<file path="config.mk">
export PLATFORM = sky130hd
export DESIGN_NAME = irq_arbiter_flat
export DESIGN_NICKNAME = d
export VERILOG_FILES = /design/src/rtl/irq_arb_pkg.sv /design/src/rtl/irq_arbiter_if.sv /design/src/rtl/irq_prio_enc.sv /design/src/rtl/irq_arbiter.sv /design/src/flat_wrapper.sv
export SDC_FILE = /design/constraint.sdc
export NUM_CORES = 1
export LEC_CHECK = 0
export ABC_CLOCK_PERIOD_IN_PS = 8000
export CAP_MARGIN = 20
export CELL_PAD_IN_SITES_DETAIL_PLACEMENT = 0
export CELL_PAD_IN_SITES_GLOBAL_PLACEMENT = 1
export CORE_AREA = 2 2 143 145
export DETAILED_ROUTE_END_ITERATION = 10
export DIE_AREA = 0 0 145 147
export GPL_ROUTABILITY_DRIVEN = 0
export PLACE_DENSITY_LB_ADDON = 0.05
export SLEW_MARGIN = 20
export SYNTH_ARGS = -nofsm -noshare
export SYNTH_HDL_FRONTEND = slang
export SYNTH_HIERARCHICAL = 1
export SYNTH_SLANG_ARGS = --single-unit
</file>
<file path="constraint.sdc">
create_clock -name clk_i -period 8 [get_ports clk_i]
set_input_delay 1.6 -clock clk_i [delete_from_list [all_inputs] [get_ports clk_i]]
set_output_delay 1.6 -clock clk_i [all_outputs]
set_load 0.005 [all_outputs]
</file>
<file path="src/rtl/irq_arb_pkg.sv">
// irq_arbiter shared types: FSM states and
// configuration register addresses.
package irq_arb_pkg;

  typedef enum logic [1:0] {
    IDLE,
    REQ,
    GAP
  } state_t;

  localparam logic [1:0] ADDR_ENABLE  = 2'd0;
  localparam logic [1:0] ADDR_MODE    = 2'd1;
  localparam logic [1:0] ADDR_PENDING = 2'd2;
  localparam logic [1:0] ADDR_SWSET   = 2'd3;

endpackage

</file>
<file path="src/rtl/irq_arbiter_if.sv">
// Core interrupt port, raw sources and config
// register port of the irq_arbiter.
interface irq_arbiter_if #(
  parameter int N_SRC = 32,
  parameter int ID_W  = 5
);

  logic [N_SRC-1:0] irq_src_i;
  logic             irq_o;
  logic [ID_W-1:0]  irq_id_o;
  logic             irq_ack_i;
  logic [ID_W-1:0]  irq_ack_id_i;
  logic             cfg_we_i;
  logic [1:0]       cfg_addr_i;
  logic [31:0]      cfg_wdata_i;
  logic [31:0]      cfg_rdata_o;
  logic [31:0]      ack_count_o;

  modport slave (
    input  irq_src_i,
    input  irq_ack_i,
    input  irq_ack_id_i,
    input  cfg_we_i,
    input  cfg_addr_i,
    input  cfg_wdata_i,
    output irq_o,
    output irq_id_o,
    output cfg_rdata_o,
    output ack_count_o
  );

  modport master (
    output irq_src_i,
    output irq_ack_i,
    output irq_ack_id_i,
    output cfg_we_i,
    output cfg_addr_i,
    output cfg_wdata_i,
    input  irq_o,
    input  irq_id_o,
    input  cfg_rdata_o,
    input  ack_count_o
  );

endinterface

</file>
<file path="src/rtl/irq_prio_enc.sv">
// Lowest-index-wins priority encoder over
// the eligible interrupt vector.
module irq_prio_enc #(
  parameter int N_SRC = 32,
  parameter int ID_W  = 5
) (
  input  logic [N_SRC-1:0] vec,
  output logic             valid,
  output logic [ID_W-1:0]  id
);

  always_comb begin
    valid = |vec;
    id    = '0;
    for (int i = N_SRC - 1; i >= 0; i--) begin
      if (vec[i]) id = ID_W'(i);
    end
  end

endmodule

</file>
<file path="src/rtl/irq_arbiter.sv">
// Multi-source interrupt arbiter: pending/enable
// registers and request/ack handshake to the core.
module irq_arbiter
  import irq_arb_pkg::*;
#(
  parameter int N_SRC = 32,
  parameter int ID_W  = 5
) (
  input logic clk_i,
  input logic rst_i,
  irq_arbiter_if.slave bus
);

  localparam logic [N_SRC-1:0] ONE = N_SRC'(1);

  logic [N_SRC-1:0] enable;
  logic [N_SRC-1:0] mode;
  logic [N_SRC-1:0] pending;
  logic [N_SRC-1:0] prev;

  logic [N_SRC-1:0] wmask;
  logic [N_SRC-1:0] w1c;
  logic [N_SRC-1:0] swset;
  logic [N_SRC-1:0] edge_set;
  logic [N_SRC-1:0] ack_clr;
  logic [N_SRC-1:0] eligible;
  logic [N_SRC-1:0] pend_next;
  logic             we_en;
  logic             we_mode;
  logic             ack_hit;
  logic             sel_valid;
  logic [ID_W-1:0]  sel_id;
  logic [31:0]      rdata;

  state_t           state;
  logic             irq;
  logic [ID_W-1:0]  irq_id;
  logic [31:0]      ack_count;

  assign wmask = bus.cfg_wdata_i[N_SRC-1:0];

  always_comb begin
    we_en   = 1'b0;
    we_mode = 1'b0;
    w1c     = '0;
    swset   = '0;
    if (bus.cfg_we_i) begin
      unique case (1'b1)
        (bus.cfg_addr_i == ADDR_ENABLE):
          we_en = 1'b1;
        (bus.cfg_addr_i == ADDR_MODE):
          we_mode = 1'b1;
        (bus.cfg_addr_i == ADDR_PENDING):
          w1c = wmask;
        (bus.cfg_addr_i == ADDR_SWSET):
          swset = wmask;
        default: ;
      endcase
    end
  end

  always_comb begin
    rdata = '0;
    unique case (1'b1)
      (bus.cfg_addr_i == ADDR_ENABLE):
        rdata[N_SRC-1:0] = enable;
      (bus.cfg_addr_i == ADDR_MODE):
        rdata[N_SRC-1:0] = mode;
      (bus.cfg_addr_i == ADDR_PENDING):
        rdata[N_SRC-1:0] = pending;
      default: ;
    endcase
  end

  assign ack_hit = (state == REQ)
                 && bus.irq_ack_i;

  // Only edge sources hold a bit the ack can clear.
  always_comb begin
    ack_clr = '0;
    if (ack_hit
        && 32'(bus.irq_ack_id_i) < 32'(N_SRC))
      ack_clr = (ONE << bus.irq_ack_id_i)
              & ~mode;
  end

  assign edge_set = bus.irq_src_i & ~prev;

  // Set sources win over any clear in the same cycle.
  assign pend_next =
      (mode & (bus.irq_src_i | swset))
    | (~mode & ((pending & ~(w1c | ack_clr))
               | edge_set | swset));

  assign eligible = pending & enable;

  irq_prio_enc #(
    .N_SRC (N_SRC),
    .ID_W  (ID_W)
  ) u_enc (
    .vec   (eligible),
    .valid (sel_valid),
    .id    (sel_id)
  );

  always_ff @(posedge clk_i or posedge rst_i) begin
    if (rst_i) begin
      enable  <= '0;
      mode    <= '0;
      pending <= '0;
      prev    <= '0;
    end else begin
      if (we_en)   enable <= wmask;
      if (we_mode) mode   <= wmask;
      pending <= pend_next;
      prev    <= bus.irq_src_i;
    end
  end

  always_ff @(posedge clk_i or posedge rst_i) begin
    if (rst_i) begin
      state     <= IDLE;
      irq       <= 1'b0;
      irq_id    <= '0;
      ack_count <= '0;
    end else begin
      unique case (state)
        IDLE: begin
          if (sel_valid) begin
            irq    <= 1'b1;
            irq_id <= sel_id;
            state  <= REQ;
          end
        end
        REQ: begin
          if (bus.irq_ack_i) begin
            ack_count <= ack_count + 32'd1;
            irq       <= 1'b0;
            state     <= GAP;
          end else if (!sel_valid) begin
            irq   <= 1'b0;
            state <= IDLE;
          end else begin
            irq_id <= sel_id;
          end
        end
        GAP: begin
          state <= IDLE;
        end
        default: begin
          irq   <= 1'b0;
          state <= IDLE;
        end
      endcase
    end
  end

  assign bus.irq_o       = irq;
  assign bus.irq_id_o    = irq_id;
  assign bus.cfg_rdata_o = rdata;
  assign bus.ack_count_o = ack_count;

endmodule

</file>
<file path="src/flat_wrapper.sv">
// flat-port wrapper written by rule: the top's interface ports become plain ports
module irq_arbiter_flat import irq_arb_pkg::*;
#(
  parameter int N_SRC = 32,
  parameter int ID_W  = 5
)
  (clk_i, rst_i, bus_irq_src_i, bus_irq_ack_i, bus_irq_ack_id_i, bus_cfg_we_i, bus_cfg_addr_i, bus_cfg_wdata_i, bus_irq_o, bus_irq_id_o, bus_cfg_rdata_o, bus_ack_count_o);
  irq_arbiter_if #(.N_SRC(N_SRC), .ID_W(ID_W)) bus_i ();
  input logic clk_i;
  input logic rst_i;
  input wire logic [$bits(bus_i.irq_src_i)-1:0] bus_irq_src_i;
  input wire logic [$bits(bus_i.irq_ack_i)-1:0] bus_irq_ack_i;
  input wire logic [$bits(bus_i.irq_ack_id_i)-1:0] bus_irq_ack_id_i;
  input wire logic [$bits(bus_i.cfg_we_i)-1:0] bus_cfg_we_i;
  input wire logic [$bits(bus_i.cfg_addr_i)-1:0] bus_cfg_addr_i;
  input wire logic [$bits(bus_i.cfg_wdata_i)-1:0] bus_cfg_wdata_i;
  output wire logic [$bits(bus_i.irq_o)-1:0] bus_irq_o;
  output wire logic [$bits(bus_i.irq_id_o)-1:0] bus_irq_id_o;
  output wire logic [$bits(bus_i.cfg_rdata_o)-1:0] bus_cfg_rdata_o;
  output wire logic [$bits(bus_i.ack_count_o)-1:0] bus_ack_count_o;
  assign bus_i.irq_src_i = bus_irq_src_i;
  assign bus_i.irq_ack_i = bus_irq_ack_i;
  assign bus_i.irq_ack_id_i = bus_irq_ack_id_i;
  assign bus_i.cfg_we_i = bus_cfg_we_i;
  assign bus_i.cfg_addr_i = bus_cfg_addr_i;
  assign bus_i.cfg_wdata_i = bus_cfg_wdata_i;
  assign bus_irq_o = bus_i.irq_o;
  assign bus_irq_id_o = bus_i.irq_id_o;
  assign bus_cfg_rdata_o = bus_i.cfg_rdata_o;
  assign bus_ack_count_o = bus_i.ack_count_o;
  irq_arbiter #(.N_SRC(N_SRC), .ID_W(ID_W)) u_core (.clk_i(clk_i), .rst_i(rst_i), .bus(bus_i));
endmodule
</file>
# Word-level counts from Yosys, hierarchy flattened
# Index checks and enable logic that the tools add are counted.
# W data, S select, Z words.
[word_totals]
inputBits = 75
reg_bits = 168
output_inout_bits = 70
wordCells = 95
[classes]
n_shift = 1
reduce_logical = 9
bitwise = 15
n_eq_ne = 8
mux = 53
add_sub_neg = 1
[op_table]
columns = ["operator", "count"]
rows = [
  ["$and A32 B32 Y32", 6],
  ["$mux W5", 34],
  ["$mux W32", 5],
  ["$or A32 B32 Y32", 5],
  ["$not A32 Y32", 3],
  ["$pmux W32 S3", 1],
  ["$add A32 B1 Y32 const B", 1],
  ["$reduce_or A32 Y1", 1],
  ["$shl A1 B5 Y32 const A", 1],
  ["$pmux W5 S2", 1],
  ["$mux W1", 7],
  ["$eq A2 B2 Y1 const B", 3],
  ["$mux W2", 3],
  ["$reduce_and A2 Y1", 3],
  ["$eq A2 B1 Y1 const B", 2],
  ["$logic_not A2 Y1", 2],
  ["$pmux W2 S2", 1],
  ["$ne A3 B3 Y1 const B", 1],
  ["$pmux W1 S3", 1],
  ["$reduce_and A3 Y1", 1],
  ["$ne A2 B1 Y1 const B", 1],
  ["$ne A2 B2 Y1 const B", 1],
  ["$reduce_bool A2 Y1", 1],
  ["$logic_and A1 B1 Y1", 1],
  ["$not A1 Y1", 1],
]

# Depth between registers and ports, before layout
[depth]
word_depth = 36
ltp_mapped = 8

# By module
# Netlist, hierarchy kept.
[by_module_without_submodules]
columns = ["module", "area_each_um2", "n_inst", "cells_each", "seq_area_each_um2"]
rows = [
  ["irq_arbiter", 7751.2, 1, 650, 4204.0],
  ["irq_prio_enc", 385.4, 1, 65, 0.0],
]

# Least setup slack after synthesis
# Ideal clock, no wire load.
[synth_timing]
path_kind = "input to output"
from = "input bus_cfg_addr_i[1]"
to = "output bus_cfg_rdata_o[0]"
arrival_ps = 2651
path_stages = 4
t_required_ps = 6400
setup_slack_ps = 3749
n_path_buf = 2
path_cell_list = "clkbuf_1 -> buf_1 -> mux2i_1 -> o21ai_0"
[synth_via]
elab_chain_cells = 2
elab_cells_between_ends = 4
cone_classes = "eq/ne (2); mux (1); reduce/logical (1)"
[synth_lines]
columns = ["element", "line", "source"]
rows = [
  ["start, declared", "flat_wrapper.sv:15", "input wire logic [$bits(bus_i.cfg_addr_i)-1:0] bus_cfg_addr_i;"],
  ["$eq A2 B2 Y1, or another cell as far along", "irq_arbiter.sv:69", "(bus.cfg_addr_i == ADDR_PENDING):"],
  ["$pmux W32 S3 *", "irq_arbiter.sv:64", "unique case (1'b1)"],
  ["end, declared", "flat_wrapper.sv:19", "output wire logic [$bits(bus_i.cfg_rdata_o)-1:0] bus_cfg_rdata_o;"],
]
# Every way passes the cells marked *; elsewhere a longest branch is shown, timed or not.

# Worst setup path in the final report
[layout_timing]
from = "input bus_cfg_addr_i[0]"
to = "output bus_cfg_rdata_o[0]"
# Same word-level chain as after synthesis.

==> results.json <==
{
  "track_usage_pct": 22.3,
  "synth_most_common_cell": "dfrtp_1",
  "cts_resized": 0,
  "grt_overflow": 0,
  "cp-start-kind": "input port",
  "synth_ff_type": "dfrtp_1",
  "synth_area_leader_cell": "dfrtp_1",
  "drive_gt1_share_pct": 15.2,
  "critPathLaunch": "bus_cfg_addr_i[0]",
  "synth_common_cells": "dfrtp_1 (168), mux2_2 (69), nand2b_1 (64)",
  "setup_viol": 0,
  "p_per_area_mw_per_mm2": 243,
  "regArea_mm2": 0.00420,
  "fin_setup_tns_ps": 0,
  "max_freq_ghz": 0.174,
  "dr.pass1.iters": 5,
  "period_share_pct": 71.9,
  "wl_um": 23300,
  "ys_warn_count": 6,
  "cp_top_family": "buffers and inverters",
  "dp_hpwl_um": 15500,
  "die_x_um": 145,
  "cp-end-kind": "primary output",
  "min_from": "u_core/bus.ack_count_o[31]",
  "fin_skew_ps": 9.73,
  "rows": 52,
  "status": "complete, no violations",
  "drt_iter0_markers": 404,
  "dr_total_vias": 6245,
  "final_area_mm2": 0.0105,
  "first_global_vias": 6590,
  "ys_seq_area_share_pct": 51.7,
  "cp_data_arrival_time_ps": 4150,
  "multiInputGateArea_mm2": 0.00378,
  "drt-wirelength-per-cell_um": 20.5,
  "dieArea_mm2": 0.0213,
  "dpl_cell_area_mm2": 0.00987,
  "min_path_type": "flop to flop",
  "ioPinCount": 145,
  "hold_viol": 0,
  "required_ps": 6400,
  "yosys-top-cells-area": "dfrtp_1 (52%), mux2_2 (9.5%), nand2b_1 (4.9%)",
  "core_mm2": 0.0198,
  "portBuffers": 144,
  "antenna_found_initial": 0,
  "fin_crit_ps": 5750,
  "cts_tree": "done",
  "netlist.area_leader.share_pct": 51.7,
  "ant_nets": 0,
  "synth_edf_count": 0,
  "grt_pass1_wl_um": 36900,
  "worst_pin_slew_ps": 1140,
  "cts.sinks": 168,
  "ys_seq_elements": 168,
  "path_buf_inv": 3,
  "drv_cap": 0,
  "p_leak_nw": 4.30,
  "cpMostUsedCell": "clkdlybuf4s50_1",
  "yosysUniqueCellTypes": 48,
  "r2r_start": "u_core/pending[27]",
  "finalMaxSlewViolations": 0,
  "nets": 932,
  "synthArstFlopShare_pct": 100,
  "synth_area_per_cell_um2": 11.4,
  "synth_nets": 791,
  "area_growth_pct": 29.3,
  "post_cts_buffers": 0,
  "syn_inst": 715,
  "clock-root-buffer": "clkbuf_16",
  "clock_path_buffers": 2,
  "crit_type": "input port to primary output",
  "rsz0062_at_grt": "no",
  "postCtsHoldBufs": 0,
  "n_fill_cell": 1750,
  "synth_area_mm2": 0.00814,
  "chipHeight_um": 147,
  "crit_fanout": 36,
  "slowest_delay_ps": 820,
  "slew_headroom_pct": 23.6,
  "grt_max_degree": 97,
  "avgViaCountPerCell": 5.48,
  "cp_slowest_cell": "nor2b_4",
  "ir_worst_vdd_v": 0.000137,
  "start_util_pct": 41.0,
  "cts_inserted_buffers": 17,
  "worstSkewPairLatency_ps": 420,
  "path_clk_slew_ps": 70,
  "cts.htree.levels": 4,
  "crit_path_cell_trace": "clkdlybuf4s50_1, buf_4, nor2b_4, nand2_1, o21ai_0, clkdlybuf4s50_1",
  "drc": 0
}
[flip-flops by register name (all words and copies together) (netlist names)]
signal / flops
u_core/bus.ack_count_o: 32
u_core/bus.irq_id_o: 5
u_core/mode: 32
u_core/state: 2
u_core/enable: 32
u_core/prev: 32
u_core/bus.irq_o: 1
u_core/pending: 32
[power breakdown]
group,internal [mW],switching [mW],leakage (nW)
Clock,0.531,0.366,0.308
Combinational,0.323,0.260,1.97
Sequential,0.975,0.105,2.03
[metal layers]
metal | vias to the layer above | GRT usage, % | wire length [um]
li1 | 2905 | - | -
met1 | 3153 | 29.4 | 10400
met2 | 167 | 37.5 | 11500
met3 | 20 | 4.72 | 1140
met4 | 0 | 5.94 | 262
met5 | - | 0 | 0
[cell usage in the layout (no fill, tap or decap), drive strengths merged, types with 2 or more instances in the layout]
cell,count
dfrtp,168
inv,19
clkdlybuf4s50,143
a221o,32
or4,6
bufinv,4
nor2b,5
a2111oi,2
and2,34
nand4b,2
a21oi,7
and3,3
nor3,13
nor3b,5
nor4b,2
o21ai,37
a221oi,33
buf,10
nand2,55
nor4,12
nand2b,64
xor2,8
clkbuf,17
xnor2,23
clkinvlp,2
o31ai,4
mux2i,32
nand3,12
nand4,14
clkinv,2
nor2,18
nand3b,2
mux2,69
[final cells by class]
type / instances / share of cell area [%]
Sequential cell: 168 / 40.0
Clock inverter: 15 / 2.02
Timing Repair Buffer: 153 / 14.3
Antenna cell: 1 / 0.0238
Clock buffer: 17 / 4.04
Inverter: 12 / 0.476
Tap cell: 270 / 3.21
Multi-Input combinational cell: 504 / 36.0
[final timing paths]
check	depth (start not counted)	to	slack (ps)
setup / recovery	6	bus_cfg_rdata_o[0]	2250
hold / removal	1	u_core/bus.ack_count_o[31]	470
setup reg to reg	8	u_core/bus.irq_id_o[3]	5450
hold reg to reg	1	u_core/bus.ack_count_o[31]	470
max in group asynchronous	3	u_core/bus.irq_id_o[1]	4760
min in group asynchronous	2	u_core/pending[24]	1750
[per-stage QoR]
step | instances | setup slack (ps) | utilization, % | total power [mW] | hold WS [ps]
finish | 1140 | 2250 | 53.0 | 2.56 | 473
global route | 1139 | 2090 | 53.0 | 2.70 | 516
CTS | 1139 | 2230 | 52.9 | 2.59 | 476
detailed placement | 1107 | 2230 | 49.7 | 1.68 | 467
global placement | 1107 | 2280 | 49.7 | 1.66 | 455
floorplan | 715 | 1850 | - | 1.41 | 465
[cells by family (layout without fill, tap and decap cells)]
| group | count (synthesis) | in the layout | synth area share (%) |
|---|---|---|---|
| multiplexers | 101 | 101 | 13.5 |
| flip-flops | 168 | 168 | 51.7 |
| AND/OR/NAND/NOR | 251 | 251 | 17.8 |
| other | 0 | 1 | 0 |
| XOR/XNOR | 31 | 31 | 3.43 |
| AO/OA/AOI/OAI | 120 | 120 | 11.3 |
| buffers and inverters | 43 | 197 | 2.17 |
| adder cells (fa/ha/maj) | 1 | 1 | 0.154 |
No activity file was read; power rests on OpenSTA's default activity.
